===== src/rtl/ht_mport_frontend_if.sv =====
// Client-side command/result bus of the hash-table multi-port front end.
// The master modport is the client side; the slave modport is the front end.
interface ht_mport_frontend_if #(
    parameter int CHANNELS = 4,
    parameter int CMD_W    = 64,
    parameter int RES_W    = 96
);
    logic [CHANNELS*CMD_W-1:0] cmd;
    logic [CHANNELS-1:0]       cmd_valid;
    logic [CHANNELS-1:0]       cmd_ready;
    logic [RES_W-1:0]          res;
    logic [CHANNELS-1:0]       res_valid;
    logic [CHANNELS-1:0]       res_ready;

    modport master (
        output cmd, cmd_valid, res_ready,
        input  cmd_ready, res, res_valid
    );

    modport slave (
        input  cmd, cmd_valid, res_ready,
        output cmd_ready, res, res_valid
    );
endinterface


===== src/rtl/ht_mport_frontend.sv =====
// Multi-channel front end: round-robin command arbitration, in-order result
// steering through a channel-tag FIFO, and the RAM clear sequencer.
module ht_mport_frontend #(
    parameter int CHANNELS  = 4,
    parameter int CMD_W     = 64,
    parameter int RES_W     = 96,
    parameter int TAG_DEPTH = 16
) (
    input  logic                 clk_i,
    input  logic                 rst_i,
    ht_mport_frontend_if.slave   cli,
    output logic [CMD_W-1:0]     pl_cmd_o,
    output logic                 pl_cmd_valid_o,
    input  logic                 pl_cmd_ready_i,
    input  logic [RES_W-1:0]     pl_res_i,
    input  logic                 pl_res_valid_i,
    output logic                 pl_res_ready_o,
    input  logic                 clear_req_i,
    output logic                 clear_run_o,
    input  logic                 clear_done_i,
    output logic                 busy_o,
    output logic                 orphan_err_o
);
    localparam int CH_W = $clog2(CHANNELS);
    localparam int AW   = $clog2(TAG_DEPTH);

    typedef enum logic [1:0] {
        CLR_START = 2'd0,
        CLR_WAIT  = 2'd1,
        RUN       = 2'd2,
        DRAIN     = 2'd3
    } state_e;

    state_e            state_q, state_d;
    logic [CH_W-1:0]   rr_ptr_q, rr_ptr_d;
    logic              lock_q, lock_d;
    logic [CH_W-1:0]   lock_ch_q, lock_ch_d;
    logic              clear_run_q, clear_run_d;
    logic              orphan_q, orphan_d;
    logic [AW-1:0]     wr_ptr_q, wr_ptr_d;
    logic [AW-1:0]     rd_ptr_q, rd_ptr_d;
    logic [AW:0]       count_q, count_d;
    logic [CH_W-1:0]   tag_mem_q [TAG_DEPTH];

    logic [CH_W:0]     cand_s;
    logic              search_hit_s;
    logic              search_found_s;
    logic [CH_W-1:0]   search_ch_s;
    logic              fifo_full_s;
    logic              fifo_empty_s;
    logic              grant_valid_s;
    logic [CH_W-1:0]   grant_ch_s;
    logic              handshake_s;
    logic [CMD_W-1:0]  pl_cmd_s;
    logic [CHANNELS-1:0] cmd_ready_s;
    logic [CH_W-1:0]   head_tag_s;
    logic [CHANNELS-1:0] res_valid_s;
    logic              pl_res_ready_s;
    logic              pop_s;

    assign fifo_full_s  = (count_q == (AW+1)'(TAG_DEPTH));
    assign fifo_empty_s = (count_q == (AW+1)'(0));
    assign head_tag_s   = tag_mem_q[rd_ptr_q];

    // Round-robin search: first valid channel at or after rr_ptr_q, wrapping.
    always_comb begin
        cand_s         = '0;
        search_hit_s   = 1'b0;
        search_found_s = 1'b0;
        search_ch_s    = '0;
        for (int i = 0; i < CHANNELS; i++) begin
            cand_s = {1'b0, rr_ptr_q} + (CH_W+1)'(i);
            cand_s = (cand_s >= (CH_W+1)'(CHANNELS)) ? cand_s - (CH_W+1)'(CHANNELS) : cand_s;
            search_hit_s   = !search_found_s && cli.cmd_valid[cand_s[CH_W-1:0]];
            search_ch_s    = search_hit_s ? cand_s[CH_W-1:0] : search_ch_s;
            search_found_s = search_found_s | search_hit_s;
        end
    end

    // A locked grant persists across DRAIN and a full FIFO until its handshake.
    always_comb begin
        grant_valid_s = lock_q | ((state_q == RUN) & ~fifo_full_s & search_found_s);
        grant_ch_s    = lock_q ? lock_ch_q : search_ch_s;
        handshake_s   = grant_valid_s & pl_cmd_ready_i;
        pl_cmd_s      = '0;
        cmd_ready_s   = '0;
        for (int k = 0; k < CHANNELS; k++) begin
            pl_cmd_s       = pl_cmd_s | ({CMD_W{grant_ch_s == CH_W'(k)}} & cli.cmd[k*CMD_W +: CMD_W]);
            cmd_ready_s[k] = handshake_s & (grant_ch_s == CH_W'(k));
        end
    end

    // Results follow issue order, so the FIFO head names the owning channel.
    always_comb begin
        res_valid_s = '0;
        for (int k = 0; k < CHANNELS; k++) begin
            res_valid_s[k] = pl_res_valid_i & ~fifo_empty_s & (head_tag_s == CH_W'(k));
        end
        pl_res_ready_s = fifo_empty_s ? pl_res_valid_i : cli.res_ready[head_tag_s];
        pop_s          = pl_res_valid_i & ~fifo_empty_s & cli.res_ready[head_tag_s];
    end

    // Next-state for the clear sequencer, arbiter state and tag FIFO pointers.
    always_comb begin
        state_d     = state_q;
        clear_run_d = (state_q == CLR_START);
        case (state_q)
            CLR_START: state_d = CLR_WAIT;
            // The pulse cycle itself is skipped: done may still be high from the previous clear.
            CLR_WAIT:  state_d = (!clear_run_q && clear_done_i) ? RUN : CLR_WAIT;
            RUN:       state_d = clear_req_i ? DRAIN : RUN;
            DRAIN:     state_d = (fifo_empty_s && !lock_q) ? CLR_START : DRAIN;
            default:   state_d = CLR_START;
        endcase

        lock_d    = grant_valid_s & ~pl_cmd_ready_i;
        lock_ch_d = grant_valid_s ? grant_ch_s : lock_ch_q;
        rr_ptr_d  = rr_ptr_q;
        if (handshake_s) begin
            rr_ptr_d = (grant_ch_s == CH_W'(CHANNELS - 1)) ? '0 : grant_ch_s + CH_W'(1);
        end else begin
            rr_ptr_d = rr_ptr_q;
        end

        wr_ptr_d = handshake_s ? wr_ptr_q + AW'(1) : wr_ptr_q;
        rd_ptr_d = pop_s ? rd_ptr_q + AW'(1) : rd_ptr_q;
        case ({handshake_s, pop_s})
            2'b10:   count_d = count_q + (AW+1)'(1);
            2'b01:   count_d = count_q - (AW+1)'(1);
            default: count_d = count_q;
        endcase
        orphan_d = orphan_q | (pl_res_valid_i & fifo_empty_s);
    end

    // Control state registers.
    always_ff @(posedge clk_i or posedge rst_i) begin
        if (rst_i) begin
            state_q     <= CLR_START;
            rr_ptr_q    <= '0;
            lock_q      <= 1'b0;
            lock_ch_q   <= '0;
            clear_run_q <= 1'b0;
            orphan_q    <= 1'b0;
            wr_ptr_q    <= '0;
            rd_ptr_q    <= '0;
            count_q     <= '0;
        end else begin
            state_q     <= state_d;
            rr_ptr_q    <= rr_ptr_d;
            lock_q      <= lock_d;
            lock_ch_q   <= lock_ch_d;
            clear_run_q <= clear_run_d;
            orphan_q    <= orphan_d;
            wr_ptr_q    <= wr_ptr_d;
            rd_ptr_q    <= rd_ptr_d;
            count_q     <= count_d;
        end
    end

    // Tag storage; validity is tracked by the pointers alone.
    always_ff @(posedge clk_i) begin
        if (handshake_s) begin
            tag_mem_q[wr_ptr_q] <= grant_ch_s;
        end
    end

    assign pl_cmd_o       = pl_cmd_s;
    assign pl_cmd_valid_o = grant_valid_s;
    assign cli.cmd_ready  = cmd_ready_s;
    assign cli.res        = pl_res_i;
    assign cli.res_valid  = res_valid_s;
    assign pl_res_ready_o = pl_res_ready_s;
    assign clear_run_o    = clear_run_q;
    assign busy_o         = (state_q != RUN);
    assign orphan_err_o   = orphan_q;
endmodule


===== src/flat_wrapper.sv =====
// flat-port wrapper written by rule: the top's interface ports become plain ports
module ht_mport_frontend_flat 
#(
    parameter int CHANNELS  = 4,
    parameter int CMD_W     = 64,
    parameter int RES_W     = 96,
    parameter int TAG_DEPTH = 16
)
  (clk_i, rst_i, pl_cmd_o, pl_cmd_valid_o, pl_cmd_ready_i, pl_res_i, pl_res_valid_i, pl_res_ready_o, clear_req_i, clear_run_o, clear_done_i, busy_o, orphan_err_o, cli_cmd, cli_cmd_valid, cli_res_ready, cli_cmd_ready, cli_res, cli_res_valid);
  ht_mport_frontend_if #(.CHANNELS(CHANNELS), .CMD_W(CMD_W), .RES_W(RES_W)) cli_i ();
  input  logic clk_i;
  input  logic rst_i;
  output logic [CMD_W-1:0] pl_cmd_o;
  output logic pl_cmd_valid_o;
  input  logic pl_cmd_ready_i;
  input  logic [RES_W-1:0] pl_res_i;
  input  logic pl_res_valid_i;
  output logic pl_res_ready_o;
  input  logic clear_req_i;
  output logic clear_run_o;
  input  logic clear_done_i;
  output logic busy_o;
  output logic orphan_err_o;
  input wire logic [$bits(cli_i.cmd)-1:0] cli_cmd;
  input wire logic [$bits(cli_i.cmd_valid)-1:0] cli_cmd_valid;
  input wire logic [$bits(cli_i.res_ready)-1:0] cli_res_ready;
  output wire logic [$bits(cli_i.cmd_ready)-1:0] cli_cmd_ready;
  output wire logic [$bits(cli_i.res)-1:0] cli_res;
  output wire logic [$bits(cli_i.res_valid)-1:0] cli_res_valid;
  assign cli_i.cmd = cli_cmd;
  assign cli_i.cmd_valid = cli_cmd_valid;
  assign cli_i.res_ready = cli_res_ready;
  assign cli_cmd_ready = cli_i.cmd_ready;
  assign cli_res = cli_i.res;
  assign cli_res_valid = cli_i.res_valid;
  ht_mport_frontend #(.CHANNELS(CHANNELS), .CMD_W(CMD_W), .RES_W(RES_W), .TAG_DEPTH(TAG_DEPTH)) u_core (.clk_i(clk_i), .rst_i(rst_i), .cli(cli_i), .pl_cmd_o(pl_cmd_o), .pl_cmd_valid_o(pl_cmd_valid_o), .pl_cmd_ready_i(pl_cmd_ready_i), .pl_res_i(pl_res_i), .pl_res_valid_i(pl_res_valid_i), .pl_res_ready_o(pl_res_ready_o), .clear_req_i(clear_req_i), .clear_run_o(clear_run_o), .clear_done_i(clear_done_i), .busy_o(busy_o), .orphan_err_o(orphan_err_o));
endmodule

===== config.mk =====
export PLATFORM = sky130hd
export DESIGN_NAME = ht_mport_frontend_flat
export DESIGN_NICKNAME = d
export VERILOG_FILES = /design/src/rtl/ht_mport_frontend_if.sv /design/src/rtl/ht_mport_frontend.sv /design/src/flat_wrapper.sv
export SDC_FILE = /design/constraint.sdc
export NUM_CORES = 1
export LEC_CHECK = 0
export CORE_AREA = 5 5 205 207
export CTS_BUF_LIST = sky130_fd_sc_hd__clkbuf_8
export DETAILED_ROUTE_END_ITERATION = 10
export DIE_AREA = 0 0 210 212
export DONT_BUFFER_PORTS = 1
export GPL_TIMING_DRIVEN = 0
export PLACE_DENSITY = 0.33
export SLEW_MARGIN = 20
export SYNTH_ARGS = -nofsm -noshare
export SYNTH_HDL_FRONTEND = slang
export SYNTH_SLANG_ARGS = --single-unit

===== constraint.sdc =====
create_clock -name clk_i -period 3.45 [get_ports clk_i]
set_input_delay 0.5175 -clock clk_i [delete_from_list [all_inputs] [get_ports clk_i]]
set_output_delay 0.5175 -clock clk_i [all_outputs]
set_load 0.03 [all_outputs]

==> results.json <==
{
  "outcome": "finished, final reports clean",
  "n_fill_cell": 4608,
  "grt_max_degree": 23,
  "synth_top_area_share_pct": 20.2,
  "rsz0062_at_grt": "true",
  "fp.dieH_um": 212,
  "max-clock-path-buffers": 2,
  "whs_ns": 0.259,
  "rr_startpoint": "u_core.rd_ptr_q[0]",
  "layout.nets": 955,
  "drive_above_1_share_pct": 51.0,
  "viasPerCell": 4.11,
  "synthArstFlopShare_pct": 40.7,
  "p_per_area_nw_per_um2": 1170,
  "ios": 539,
  "fin_setup_tns_ns": 0,
  "finalHoldViolCount": 0,
  "fmax_mhz": 293,
  "synth_nets": 919,
  "end_kind": "flip-flop",
  "synth_xor_area_share_pct": 2.19,
  "grt_pass1_wl_um": 39000,
  "synth_area_um2": 4800,
  "critPathRequiredTime_ns": 3.69,
  "pwr-share-comb_pct": 81.2,
  "synthSimpleGateAreaFrac_pct": 12.9,
  "seqPwrFrac_pct": 13.7,
  "hold_class": "input pin to flip-flop",
  "grt_overflow": 0,
  "final_core_util_pct": 16.0,
  "internal_power_mw": 2.94,
  "vias": 4591,
  "peakVddDrop_mv": 0.450,
  "worst_pin_slew_ns": 0.907,
  "clkPwrFrac_pct": 5.1,
  "slew_viol_final": 0,
  "h-tree-depth": 2,
  "ys_ff_latch": 54,
  "ant_nets": 0,
  "yosys_warnings": 0,
  "numPortBuffers": 0,
  "post-route-drc-count": 0,
  "crit_path_max_incr_delay_ns": 0.53,
  "worstReg2RegEnd": "u_core.count_q[4]",
  "fp.dieArea_um2": 44500,
  "r2r_setup_slack_ns": 0.04,
  "p_leak_nw": 2.41,
  "synth_area_leaders": "a22oi_1, edfxtp_1, buf_4",
  "die_w_um": 210,
  "critPathKind": "flip-flop to flip-flop",
  "place_hpwl_um": 26500,
  "cts.sinks": 54,
  "cpMaxStageDelayCell": "mux4_2",
  "cts_hold_buf": 0,
  "path_clk_slew_ns": 0.10,
  "firstDrtPassIters": 4,
  "wl_um": 30500,
  "skew_ns": 0.0157,
  "power_switching_share_pct": 60.8,
  "reg2reg_depth": 16,
  "synth-seq-area-share_pct": 31.5,
  "synthMuxAreaShare_pct": 5.71,
  "hold_path_end": "u_core.lock_q",
  "synth_top_family_by_area": "compound AO/OA/AOI/OAI gates",
  "coreArea_um2": 40200,
  "place_congestion": 1.07,
  "synth-adder-area-share_pct": 3.13,
  "antenna_found_initial": 8,
  "critPathMaxFanout": 4,
  "place_ws_ns": -0.657,
  "min-delay-start": "pl_cmd_ready_i",
  "initialDrtViolationCount": 341,
  "crit_chain": "buf_12 > buf_16 > mux4_2 > mux4_2 > nand2b_4 > o22ai_4 > ha_2 > clkbuf_8 > xor2_2 > ha_2 > a21o_1 > nand2_1 > a21oi_1 > nor2_1 > nor2_1 > xnor2_1",
  "grt_usage_pct": 12.4,
  "yosysTopAreaCell": "a22oi_1",
  "synth_compound_area_share_pct": 25.1,
  "post-route-period-util_pct": 98.9,
  "startpoint_type": "flip-flop",
  "numCtsBuffers": 5,
  "period_needed_ns": 3.41,
  "cap_violations": 0,
  "wire_per_inst_um": 27.3,
  "setup_violations": 0,
  "slew_headroom_pct": 39.4,
  "num_rows": 74,
  "syn_to_final_growth_pct": 33.6,
  "start_util_pct": 11.9,
  "ys_types": 52,
  "synth_edf_count": 32,
  "power.net_switching_mw": 4.57,
  "synth-main-ff-cell": "edfxtp_1",
  "grt_pass1_vias": 4693,
  "syn_inst": 541,
  "cts_tree": "done",
  "totalPowerFinal_mw": 7.51,
  "avgSynthCellArea_um2": 8.87,
  "holdPathStages": 1,
  "clk_latency_ns": 0.32,
  "setup_ws_ns": 0.0383,
  "cts-root-buf": "clkbuf_8",
  "arrival_ns": 3.65
}
what timing repair did:
item | 4_1_cts | 5_1_grt
gates resized for setup | 112 | 80
gates cloned | 1 | 1
pin swaps | 21 | 29
setup endpoints to repair | 72 | 68
setup buffers | 16 | 10
worst max-delay path, delay by kind of cell, from the launching register on:
kind,cells,cell delay (ns)
AOI/OAI and AO/OA,3,0.44
xor gates and xnor gates,2,0.25
and+or+nand+nor,4,0.40
buffers and inverters,3,0.35
muxes,2,1.03
DFF,1,0.44
adders and majority gates,2,0.42
per-stage QoR:
step / cell area (um2) / std cells
6_report: 6410 / 1117
5_1_grt: 6400 / 1114
4_1_cts: 6040 / 1099
3_5_place_dp: 5510 / 1075
3_3_place_gp: 5470 / 1073
2_1_floorplan: 4800 / 541
placed cells by master (no fill, tap or decap), types with 2 or more instances in the layout:
cell        n
nand2_1    24
buf_4     129
clkbuf_2    8
buf_6       3
nor2b_1     4
o21ai_2     2
a21oi_1    11
nand2_4     8
nand2_2    47
clkbuf_4    7
o21ai_0     6
buf_8       2
a22oi_1    88
dfrtp_1    21
xnor2_1     6
and2_2      2
mux4_2      8
nor2_1     26
mux2_2      2
buf_2       3
nor3_1      5
and2_1      3
o22ai_1     2
nand2b_1    5
inv_6       2
nand4_1     2
clkbuf_8    9
diode_2     7
a22oi_2    41
inv_1      14
ha_1        7
a22o_1      2
ha_2        5
edfxtp_1   32
xor2_1      5
buf_1       2
registers in the layout, summed over array words and instances, names as in the netlist:
signal,flops
u_core.count_q,5
u_core.clear_run_o,1
u_core.lock_ch_q,2
u_core.tag_mem_q,32
u_core.rr_ptr_q,2
u_core.wr_ptr_q,4
u_core.orphan_err_o,1
u_core.lock_q,1
u_core.rd_ptr_q,4
u_core.state_q,2
power groups by stage:
stage                     clock network, mW  logic [mW]  registers, mW
after global routing                  0.426        6.48           1.05
after detailed placement                  0        5.20           1.03
after global placement                    0        5.16           1.04
after CTS                             0.403        5.81           1.03
after floorplan                           0        3.72          0.998
final                                 0.385        6.10           1.03
how the worst max path moves through the flow:
stage	from	end	slack [ns]
final	u_core.rd_ptr_q[0]	u_core.count_q[4]	0.04
after global routing	u_core.rd_ptr_q[0]	u_core.count_q[4]	-0.13
after CTS	u_core.rd_ptr_q[0]	u_core.count_q[4]	-0.1
after detailed placement	cli_cmd_valid[1]	pl_cmd_o[49]	-0.66
after global placement	cli_cmd_valid[0]	pl_cmd_o[61]	-2.15
after floorplan	cli_cmd_valid[0]	pl_cmd_o[15]	0.006
layer usage:
metal	vias up	part of all wire, %	GRT usage, %
met5	-	0.87	1.40
met4	10	3.2	3.26
met3	45	10	6.61
met2	295	45	18.6
met1	2277	41	15.5
li1	1964	-	-
kinds of logic (layout without fill, tap and decap cells):
kind of cell,after synthesis,after routing
AO/OA/AOI/OAI,165,165
buffers and inverters,147,184
AND/OR/NAND/NOR,138,138
flip-flops,54,54
multiplexers,13,13
adder cells (fa/ha/maj),12,12
XOR/XNOR,12,12
other,0,7
Yosys cell counts, drive strengths merged (2+ instances only):
cell and number:
mux4 9, a22oi 129, clkbuf 26, nor2b 4, inv 14, nand4 2, a22o 2, nor2 26
o21ai 9, o22ai 3, and2b 2, a221oi 2, buf 107, xor2 6, nand2 79, dfrtp 22
nand2b 6, and2 6, mux2 3, nor3 5, a21oi 11, o31ai 2, edfxtp 32, xnor2 6
ha 12
area by class of cell:
| type | instances | area, um2 | share of cell area [%] |
|---|---|---|---|
| tap | 532 | 666 | 10.4 |
| antenna | 7 | 17.5 | 0.273 |
| buffer | 132 | 988 | 15.4 |
| clock inverter | 3 | 26.3 | 0.410 |
| timing repair buffer | 30 | 290 | 4.53 |
| clock buffer | 5 | 68.8 | 1.07 |
| sequential | 54 | 1510 | 23.6 |
| inverter | 14 | 52.6 | 0.820 |
| multi-input combinational | 340 | 2790 | 43.5 |
No activity file was read; power rests on OpenSTA's default activity.
